### src/rtl/serial_byte_loader.sv
// serial_byte_loader
//    Assembles a byte from a strobed serial stream. The byte may be followed by
//    an optional even-parity bit. The assembled byte is held in an output register
//    that has a Valid/Ready handshake toward a downstream 8-bit register.
//
//    Parameters
//       MSB_FIRST  1: first received bit lands in Q[7]; 0: lands in Q[0]
//       PARITY_EN  1: a 9th even-parity bit follows every 8 data bits
//
//    Ports
//       CLK      clock, rising edge
//       Clrn     asynchronous active-low reset
//       Start    one-cycle frame-start strobe (also restarts a frame in flight)
//       BitEn    one-cycle bit strobe; SDI is sampled only with BitEn=1
//       SDI      serial data in
//       Ready    downstream accepts Q when Ready=1 and Valid=1
//       Q        assembled byte
//       Valid    Q holds a byte not yet taken by downstream
//       Busy     frame in progress
//       ParErr   parity result for the byte on Q (1 = error)
//       Overrun  one-cycle pulse when a completed byte is dropped
//
//    state | meaning
//    ------+-----------------------------------------------
//    IDLE  | waiting for Start; BitEn ignored
//    SHIFT | collecting the 8 data bits
//    PAR   | data complete, waiting for the parity bit

module serial_byte_loader #(
   parameter bit MSB_FIRST = 1'b1,
   parameter bit PARITY_EN = 1'b0
) (
   input  logic       CLK,
   input  logic       Clrn,
   input  logic       Start,
   input  logic       BitEn,
   input  logic       SDI,
   input  logic       Ready,
   output logic [7:0] Q,
   output logic       Valid,
   output logic       Busy,
   output logic       ParErr,
   output logic       Overrun
);

   typedef enum logic [1:0] {
      IDLE  = 2'd0,
      SHIFT = 2'd1,
      PAR   = 2'd2
   } state_t;

   state_t     state;
   logic [2:0] cnt;
   logic [7:0] sr;

   logic [7:0] sr_next;
   logic       done;
   logic [7:0] done_data;
   logic       done_perr;

   assign sr_next = MSB_FIRST ? {sr[6:0], SDI} : {SDI, sr[7:1]};

   // Completion happens on the edge that samples the last bit of the frame.
   // That is the 8th data bit without parity, or the parity bit with it.
   // A coincident Start wins and discards the frame.
   always_comb begin
      done      = 1'b0;
      done_data = sr_next;
      done_perr = 1'b0;
      if ((state == SHIFT) && BitEn && !Start && (cnt == 3'd7) && !PARITY_EN) begin
         done = 1'b1;
      end
      if ((state == PAR) && BitEn && !Start) begin
         done      = 1'b1;
         done_data = sr;
         done_perr = ^{sr, SDI};
      end
   end

   always_ff @(posedge CLK or negedge Clrn) begin
      if (!Clrn) begin
         state   <= IDLE;
         cnt     <= 3'd0;
         sr      <= 8'h00;
         Q       <= 8'h00;
         Valid   <= 1'b0;
         Busy    <= 1'b0;
         ParErr  <= 1'b0;
         Overrun <= 1'b0;
      end else begin
         Overrun <= 1'b0;

         case (state)
            IDLE: begin
               if (Start) begin
                  state <= SHIFT;
                  Busy  <= 1'b1;
                  cnt   <= 3'd0;
                  sr    <= 8'h00;
               end
            end
            SHIFT: begin
               if (Start) begin
                  cnt <= 3'd0;
                  sr  <= 8'h00;
               end else if (BitEn) begin
                  sr  <= sr_next;
                  // cnt wraps to 0 on the 8th bit, ready for the next frame
                  cnt <= cnt + 3'd1;
                  if (cnt == 3'd7) begin
                     if (PARITY_EN) begin
                        state <= PAR;
                     end else begin
                        state <= IDLE;
                        Busy  <= 1'b0;
                     end
                  end
               end
            end
            PAR: begin
               if (Start) begin
                  state <= SHIFT;
                  cnt   <= 3'd0;
                  sr    <= 8'h00;
               end else if (BitEn) begin
                  state <= IDLE;
                  Busy  <= 1'b0;
               end
            end
            default: begin
               state <= IDLE;
               Busy  <= 1'b0;
            end
         endcase

         // Output register: a completed byte replaces Q only when the slot is
         // free or is being taken this very cycle; otherwise it is dropped.
         if (done) begin
            if (!Valid || Ready) begin
               Q      <= done_data;
               ParErr <= done_perr;
               Valid  <= 1'b1;
            end else begin
               Overrun <= 1'b1;
            end
         end else if (Valid && Ready) begin
            Valid <= 1'b0;
         end
      end
   end

endmodule

### config.mk
export PLATFORM = sky130hd
export DESIGN_NAME = serial_byte_loader
export DESIGN_NICKNAME = d
export VERILOG_FILES = /design/src/rtl/serial_byte_loader.sv
export SDC_FILE = /design/constraint.sdc
export NUM_CORES = 1
export LEC_CHECK = 0
export BUFFER_PORTS_ARGS = -buffer_cell sky130_fd_sc_hd__buf_2
export CAP_MARGIN = 0
export CORE_MARGIN = 5
export CORE_UTILIZATION = 25
export CTS_CLUSTER_DIAMETER = 60
export DETAILED_ROUTE_END_ITERATION = 8
export SKIP_LAST_GASP = 1
export SYNTH_ARGS = -nofsm -noshare
export SYNTH_HDL_FRONTEND = slang
export SYNTH_SLANG_ARGS = --single-unit
### constraint.sdc
create_clock -name CLK -period 3.4 [get_ports CLK]
set_clock_uncertainty 0.2 [all_clocks]
set_input_delay 0.51 -clock CLK [delete_from_list [all_inputs] [get_ports CLK]]
set_output_delay 0.51 -clock CLK [all_outputs]
set_load 0.02 [all_outputs]
# After elaboration in Yosys (flattened, before gate mapping)
# Index checks and enable logic that the tools add are counted.
# op_classes
reduce_logical	19
bitwise	0
div_mod_pow	0
add_sub_neg	1
n_shift	0
mul	0
eq_ne	13
mux	31
order_cmp	0
# ops
operator	n
$mux W8	4
$pmux W8 S2	1
$mux W1	14
$mux W2	6
$ne A2 B2 Y1 const B	5
$mux W3	3
$reduce_xor A9 Y1	1
$logic_and A1 B1 Y1	6
$ne A2 B1 Y1 const B	3
$ne A3 B3 Y1 const B	2
$pmux W2 S3	1
$pmux W3 S2	1
$reduce_and A6 Y1	1
$reduce_and A5 Y1	1
$reduce_and A2 Y1	2
$reduce_bool A2 Y1	2
$add A3 B1 Y3 const B	1
$eq A3 B3 Y1 const B	1
$pmux W1 S3	1
$reduce_and A3 Y1	1
$eq A2 B1 Y1 const B	1
$eq A2 B2 Y1 const B	1
$logic_not A1 Y1	2
$logic_not A2 Y1	1
other kinds (2)	2
# totals
inputBits	6
n_memories	0
ff_bits	25
mem_bits_ro	0
out_inout_bits	12
mem_bits_rw	0
latchBits	0

# Depth between registers and ports, before layout
# depth
word_depth	8
depth_mapped	6

# Least setup slack after synthesis
# OpenSTA, ideal clock, no wires.
# synth_path
path_kind	reg-to-reg
start	reg cnt[0]
end	reg Q[0]
setup_time_ps	125
t_required_ps	3075
slack_ps	1727
path_stages_with_launch	7
t_arrival_ps	1348
synth_period_minus_slack_ps	1673
cell_sequence	dfrtp_1 -> ha_1 -> ha_1 -> nand4b_2 -> nor2b_2 -> buf_6 -> mux2_4
# synth_between
elab_chain_len	5
# synth_rtl
element	line	source
start: declaration	53	logic [2:0] cnt;
start signal: assignment	109	cnt <= cnt + 3'd1;
$eq A3 B3 Y1	70	if ((state == SHIFT) && BitEn && !Start && (cnt == 3'd7) && !PARITY_EN) begin
$logic_and A1 B1 Y1	70	
$mux W1	70	
$mux W1	73	if ((state == PAR) && BitEn && !Start) begin
$reduce_and A2 Y1 (no line)	n/a	
end signal: assignment	140	Q <= done_data;
end: declaration	39	output logic [7:0] Q,
# No other way between the ends.
# A chain may end at the register's enable or synchronous reset.

# Worst setup path after layout
# layout_path
start	reg cnt[0]
end	reg Q[2]
# The elaborated chain is that of the path after synthesis.

==> impl_results.html <==
<table>
<tr><th>Metric</th><th>Value</th></tr>
<tr><th colspan="2">Outcome</th></tr>
<tr><td>Result of the run</td><td>complete, no violations</td></tr>
<tr><th colspan="2">Logic synthesis</th></tr>
<tr><td>Mapped Nets</td><td>82</td></tr>
<tr><td>Post-synth design cell area</td><td>895 um2</td></tr>
<tr><td>Number of storage elements in the synthesis netlist</td><td>21</td></tr>
<tr><td>Proportion of synthesized chip area in sequential cells</td><td>0.587</td></tr>
<tr><td>Synthesized netlist cell count</td><td>74</td></tr>
<tr><td>Biggest area consumer among synthesized cells</td><td>sky130_fd_sc_hd__dfrtp_1</td></tr>
<tr><td>Main area contributors after synthesis</td><td>sky130_fd_sc_hd__dfrtp_1 (59%), sky130_fd_sc_hd__mux2_4 (13%), sky130_fd_sc_hd__nand2_1 (8.8%)</td></tr>
<tr><td>Leading post-synthesis cells by instance count</td><td>sky130_fd_sc_hd__dfrtp_1 (21), sky130_fd_sc_hd__nand2_1 (21), sky130_fd_sc_hd__a21oi_1 (9), sky130_fd_sc_hd__mux2_4 (8)</td></tr>
<tr><td>Warning count from the yosys run</td><td>0</td></tr>
<tr><td>Average footprint of a synthesized cell</td><td>12.1 um2</td></tr>
<tr><td>Share of flip-flops with an asynchronous set or reset</td><td>1.00</td></tr>
<tr><td>Count of flip-flops with a built-in enable after synthesis</td><td>0</td></tr>
<tr><td>Most used DFF post-synth</td><td>sky130_fd_sc_hd__dfrtp_1</td></tr>
<tr><td>Yosys top cell area share</td><td>0.587</td></tr>
<tr><td>Count of cell types in the netlist</td><td>16</td></tr>
<tr><th colspan="2">Global routing</th></tr>
<tr><td>Overall routing resource usage</td><td>0.0717</td></tr>
<tr><td>GRT overflow</td><td>0</td></tr>
<tr><td>Wire length of the first global-routing pass</td><td>2790 um</td></tr>
<tr><td>Pin count of the biggest net entering global routing</td><td>22</td></tr>
<tr><td>Via count of the first global-routing pass</td><td>565</td></tr>
<tr><td>Number of antenna violations at the first check in global routing</td><td>0</td></tr>
<tr><th colspan="2">Setup path</th></tr>
<tr><td>Startpoint of the most critical register-to-register path</td><td>cnt[0]</td></tr>
<tr><td>Kind of critical path</td><td>flip-flop to flip-flop</td></tr>
<tr><td>Length in cells of the worst reg-to-reg path</td><td>5</td></tr>
<tr><td>Worst Setup Start Kind</td><td>flip-flop</td></tr>
<tr><td>CP arrival</td><td>1970 ps</td></tr>
<tr><td>Setup slack of the worst register-to-register path</td><td>1430 ps</td></tr>
<tr><td>Required time at the worst-slack endpoint</td><td>3410 ps</td></tr>
<tr><td>Biggest fanout along the worst timing path</td><td>8</td></tr>
<tr><td>Capture point of the worst reg-to-reg path</td><td>Q[2]</td></tr>
<tr><td>Type of destination of the critical path</td><td>flip-flop</td></tr>
<tr><th colspan="2">Placement</th></tr>
<tr><td>Final weighted congestion in routability-driven placement</td><td>0.704</td></tr>
<tr><td>Cell area after placement</td><td>1000 um2</td></tr>
<tr><td>Dpl hpwl</td><td>1160 um</td></tr>
<tr><td>Number of buffer cells added on primary ports</td><td>16</td></tr>
<tr><th colspan="2">Routing</th></tr>
<tr><td>DRC viols</td><td>0</td></tr>
<tr><td>Iter 0 DRT Violations</td><td>7</td></tr>
<tr><td>DRT Wirelength</td><td>1590 um</td></tr>
<tr><td>Number of detailed-routing iterations run before antenna repair</td><td>4</td></tr>
<tr><td>Average wire per cell in the routed design</td><td>11.6 um</td></tr>
<tr><td>Vias</td><td>564</td></tr>
<tr><td>Final ANT Viol Nets</td><td>0</td></tr>
<tr><td>Via density per instance</td><td>4.12</td></tr>
<tr><th colspan="2">Timing</th></tr>
<tr><td>Setup violation total in the final timing report</td><td>0</td></tr>
<tr><td>Slew Viols, Final</td><td>0</td></tr>
<tr><td>Slew HR</td><td>0.646</td></tr>
<tr><td>Sum of negative setup slack</td><td>0 ps</td></tr>
<tr><td>Final Hold Vio Count</td><td>0</td></tr>
<tr><td>Max Fclk</td><td>0.509 GHz</td></tr>
<tr><td>Post-layout min period</td><td>1970 ps</td></tr>
<tr><td>Transition time of the tightest slew-check pin</td><td>529 ps</td></tr>
<tr><td>Setup repair after global routing missed its margin</td><td>false</td></tr>
<tr><td>Fin crit share</td><td>0.578</td></tr>
<tr><th colspan="2">Worst hold path</th></tr>
<tr><td>Type of the most critical hold path</td><td>input port to flip-flop</td></tr>
<tr><td>Cells on Worst Hold Path</td><td>3</td></tr>
<tr><td>Hold endpoint</td><td>sr[0]</td></tr>
<tr><td>Hold wc startpoint</td><td>SDI</td></tr>
<tr><th colspan="2">Final layout</th></tr>
<tr><td>Fill cell instance count of the final layout</td><td>343</td></tr>
<tr><td>Final instance area</td><td>1040 um2</td></tr>
<tr><td>Ant diodes</td><td>0</td></tr>
<tr><td>Synth-to-Final Area Change</td><td>16.4%</td></tr>
<tr><td>Fraction of final layout cells with drive strength greater than 1</td><td>0.341</td></tr>
<tr><td>Number of nets in the layout</td><td>100</td></tr>
<tr><th colspan="2">Floorplan</th></tr>
<tr><td>Initial Utilization</td><td>0.264</td></tr>
<tr><td>Standard-cell rows</td><td>21</td></tr>
<tr><td>Die height</td><td>69.8 um</td></tr>
<tr><td>DIE AREA</td><td>4870 um2</td></tr>
<tr><td>I/O pin cnt</td><td>18</td></tr>
<tr><td>Die Span X</td><td>69.8 um</td></tr>
<tr><td>Area inside the core boundary</td><td>3390 um2</td></tr>
<tr><th colspan="2">Clock network</th></tr>
<tr><td>Number of buffers inserted during clock tree synthesis</td><td>3</td></tr>
<tr><td>Number of clock sinks seen by CTS</td><td>21</td></tr>
<tr><td>Clock Root Buffer</td><td>sky130_fd_sc_hd__clkbuf_4</td></tr>
<tr><td>Total of cells resized after clock tree synthesis</td><td>0</td></tr>
<tr><td>Buffer depth of the longest clock path</td><td>2</td></tr>
<tr><td>Clock tree from TritonCTS</td><td>done</td></tr>
<tr><td>Insertion delay to the later sink of the worst-skew pair</td><td>310 ps</td></tr>
<tr><td>H-tree Lvls</td><td>1</td></tr>
<tr><td>Clock-pin slew on the worst setup and hold paths</td><td>110 ps</td></tr>
<tr><td>Post-CTS Repair Setup Buffers</td><td>0</td></tr>
<tr><th colspan="2">Flow run</th></tr>
<tr><td># Max-Cap Violations</td><td>0</td></tr>
<tr><th colspan="2">Power and ir drop</th></tr>
<tr><td>LEAKAGE</td><td>0.518 nW</td></tr>
<tr><td>Maximum ir drop on the vdd rail</td><td>140 uV</td></tr>
<tr><td>Total power density per cell area</td><td>384 nW/um2</td></tr>
</table>
cell usage in the layout, fill, tap and decap left out:
cell type,instances
sky130_fd_sc_hd__dfrtp_1,21
sky130_fd_sc_hd__ha_1,2
sky130_fd_sc_hd__and2_1,1
sky130_fd_sc_hd__a21o_1,1
sky130_fd_sc_hd__nand2_1,21
sky130_fd_sc_hd__nand4b_2,1
sky130_fd_sc_hd__nor2_1,2
sky130_fd_sc_hd__clkbuf_4,3
sky130_fd_sc_hd__nand2b_4,1
sky130_fd_sc_hd__conb_1,1
sky130_fd_sc_hd__nor2b_2,1
sky130_fd_sc_hd__clkinv_2,1
sky130_fd_sc_hd__dlygate4sd3_1,1
sky130_fd_sc_hd__buf_2,16
sky130_fd_sc_hd__a21oi_1,9
sky130_fd_sc_hd__mux2_4,8
sky130_fd_sc_hd__xnor2_1,1
power by group:
part	switching, mW	internal [mW]
logic	0.0156	0.00806
clock network	0.0762	0.0440
registers	0.00285	0.253
total	0.0946	0.305
stage by stage:
step | std cells | hold WS, ps | setup WS, ps | util | power, mW
after global placement | 132 | 280 | 1350 | 0.296 | 0.283
after CTS | 137 | 242 | 1410 | 0.307 | 0.405
after floorplan | 74 | 14.4 | 1730 | - | 0.274
final | 137 | 246 | 1430 | 0.307 | 0.400
after detailed placement | 132 | 296 | 1320 | 0.296 | 0.284
after global routing | 137 | 252 | 1290 | 0.307 | 0.417
routing by layer:
| metal | share of wire | track usage | up-vias |
|---|---|---|---|
| met5 | 0 | 0 | - |
| met1 | 0.50 | 0.0965 | 263 |
| met2 | 0.42 | 0.0997 | 19 |
| met4 | 0.033 | 0.0511 | 0 |
| li1 | - | - | 277 |
| met3 | 0.047 | 0.0159 | 5 |
worst max-delay path, cell delays in order (launching register included):
cell	delay, ps
sky130_fd_sc_hd__dfrtp_1	390
sky130_fd_sc_hd__ha_1	160
sky130_fd_sc_hd__ha_1	170
sky130_fd_sc_hd__nand4b_2	140
sky130_fd_sc_hd__nor2b_2	470
sky130_fd_sc_hd__mux2_4	340
repair_timing:
action | in CTS | in global routing
hold buffers | 1 | 0
setup endpoints to repair | 0 | 0
endpoints found under the hold margin | 21 | 0
logic make-up after synthesis:
logic type	after synthesis	synth area share
XOR/XNOR	1	0.00979
adder cells (fa/ha/maj)	2	0.0280
flip-flops	21	0.587
buffers and inverters	4	0.0322
other	1	0.00419
multiplexers	8	0.134
AND/OR/NAND/NOR	27	0.145
AO/OA/AOI/OAI	10	0.0587
sequential cells by signal (all words and copies together) (netlist names):
register,cells
Busy,1
sr,7
Overrun,1
Valid,1
cnt,3
Q,8
area by class of cell:
class,instances,area (um2),area share
Sequential cell,21,526,0.505
Clock inverter,1,5.00,0.00481
Tap cell,46,57.6,0.0553
Timing Repair Buffer,17,90.1,0.0865
Multi-Input combinational cell,49,340,0.327
Clock buffer,3,22.5,0.0216
worst max-delay path by stage:
stage	start	endpoint
finish	cnt[0]	Q[2]
global placement	Start	Q[1]
floorplan	cnt[0]	Q[0]
global route	cnt[0]	Q[2]
detailed placement	Start	Q[2]
CTS	cnt[0]	Q[2]
Power figures use the tool's default switching activity.
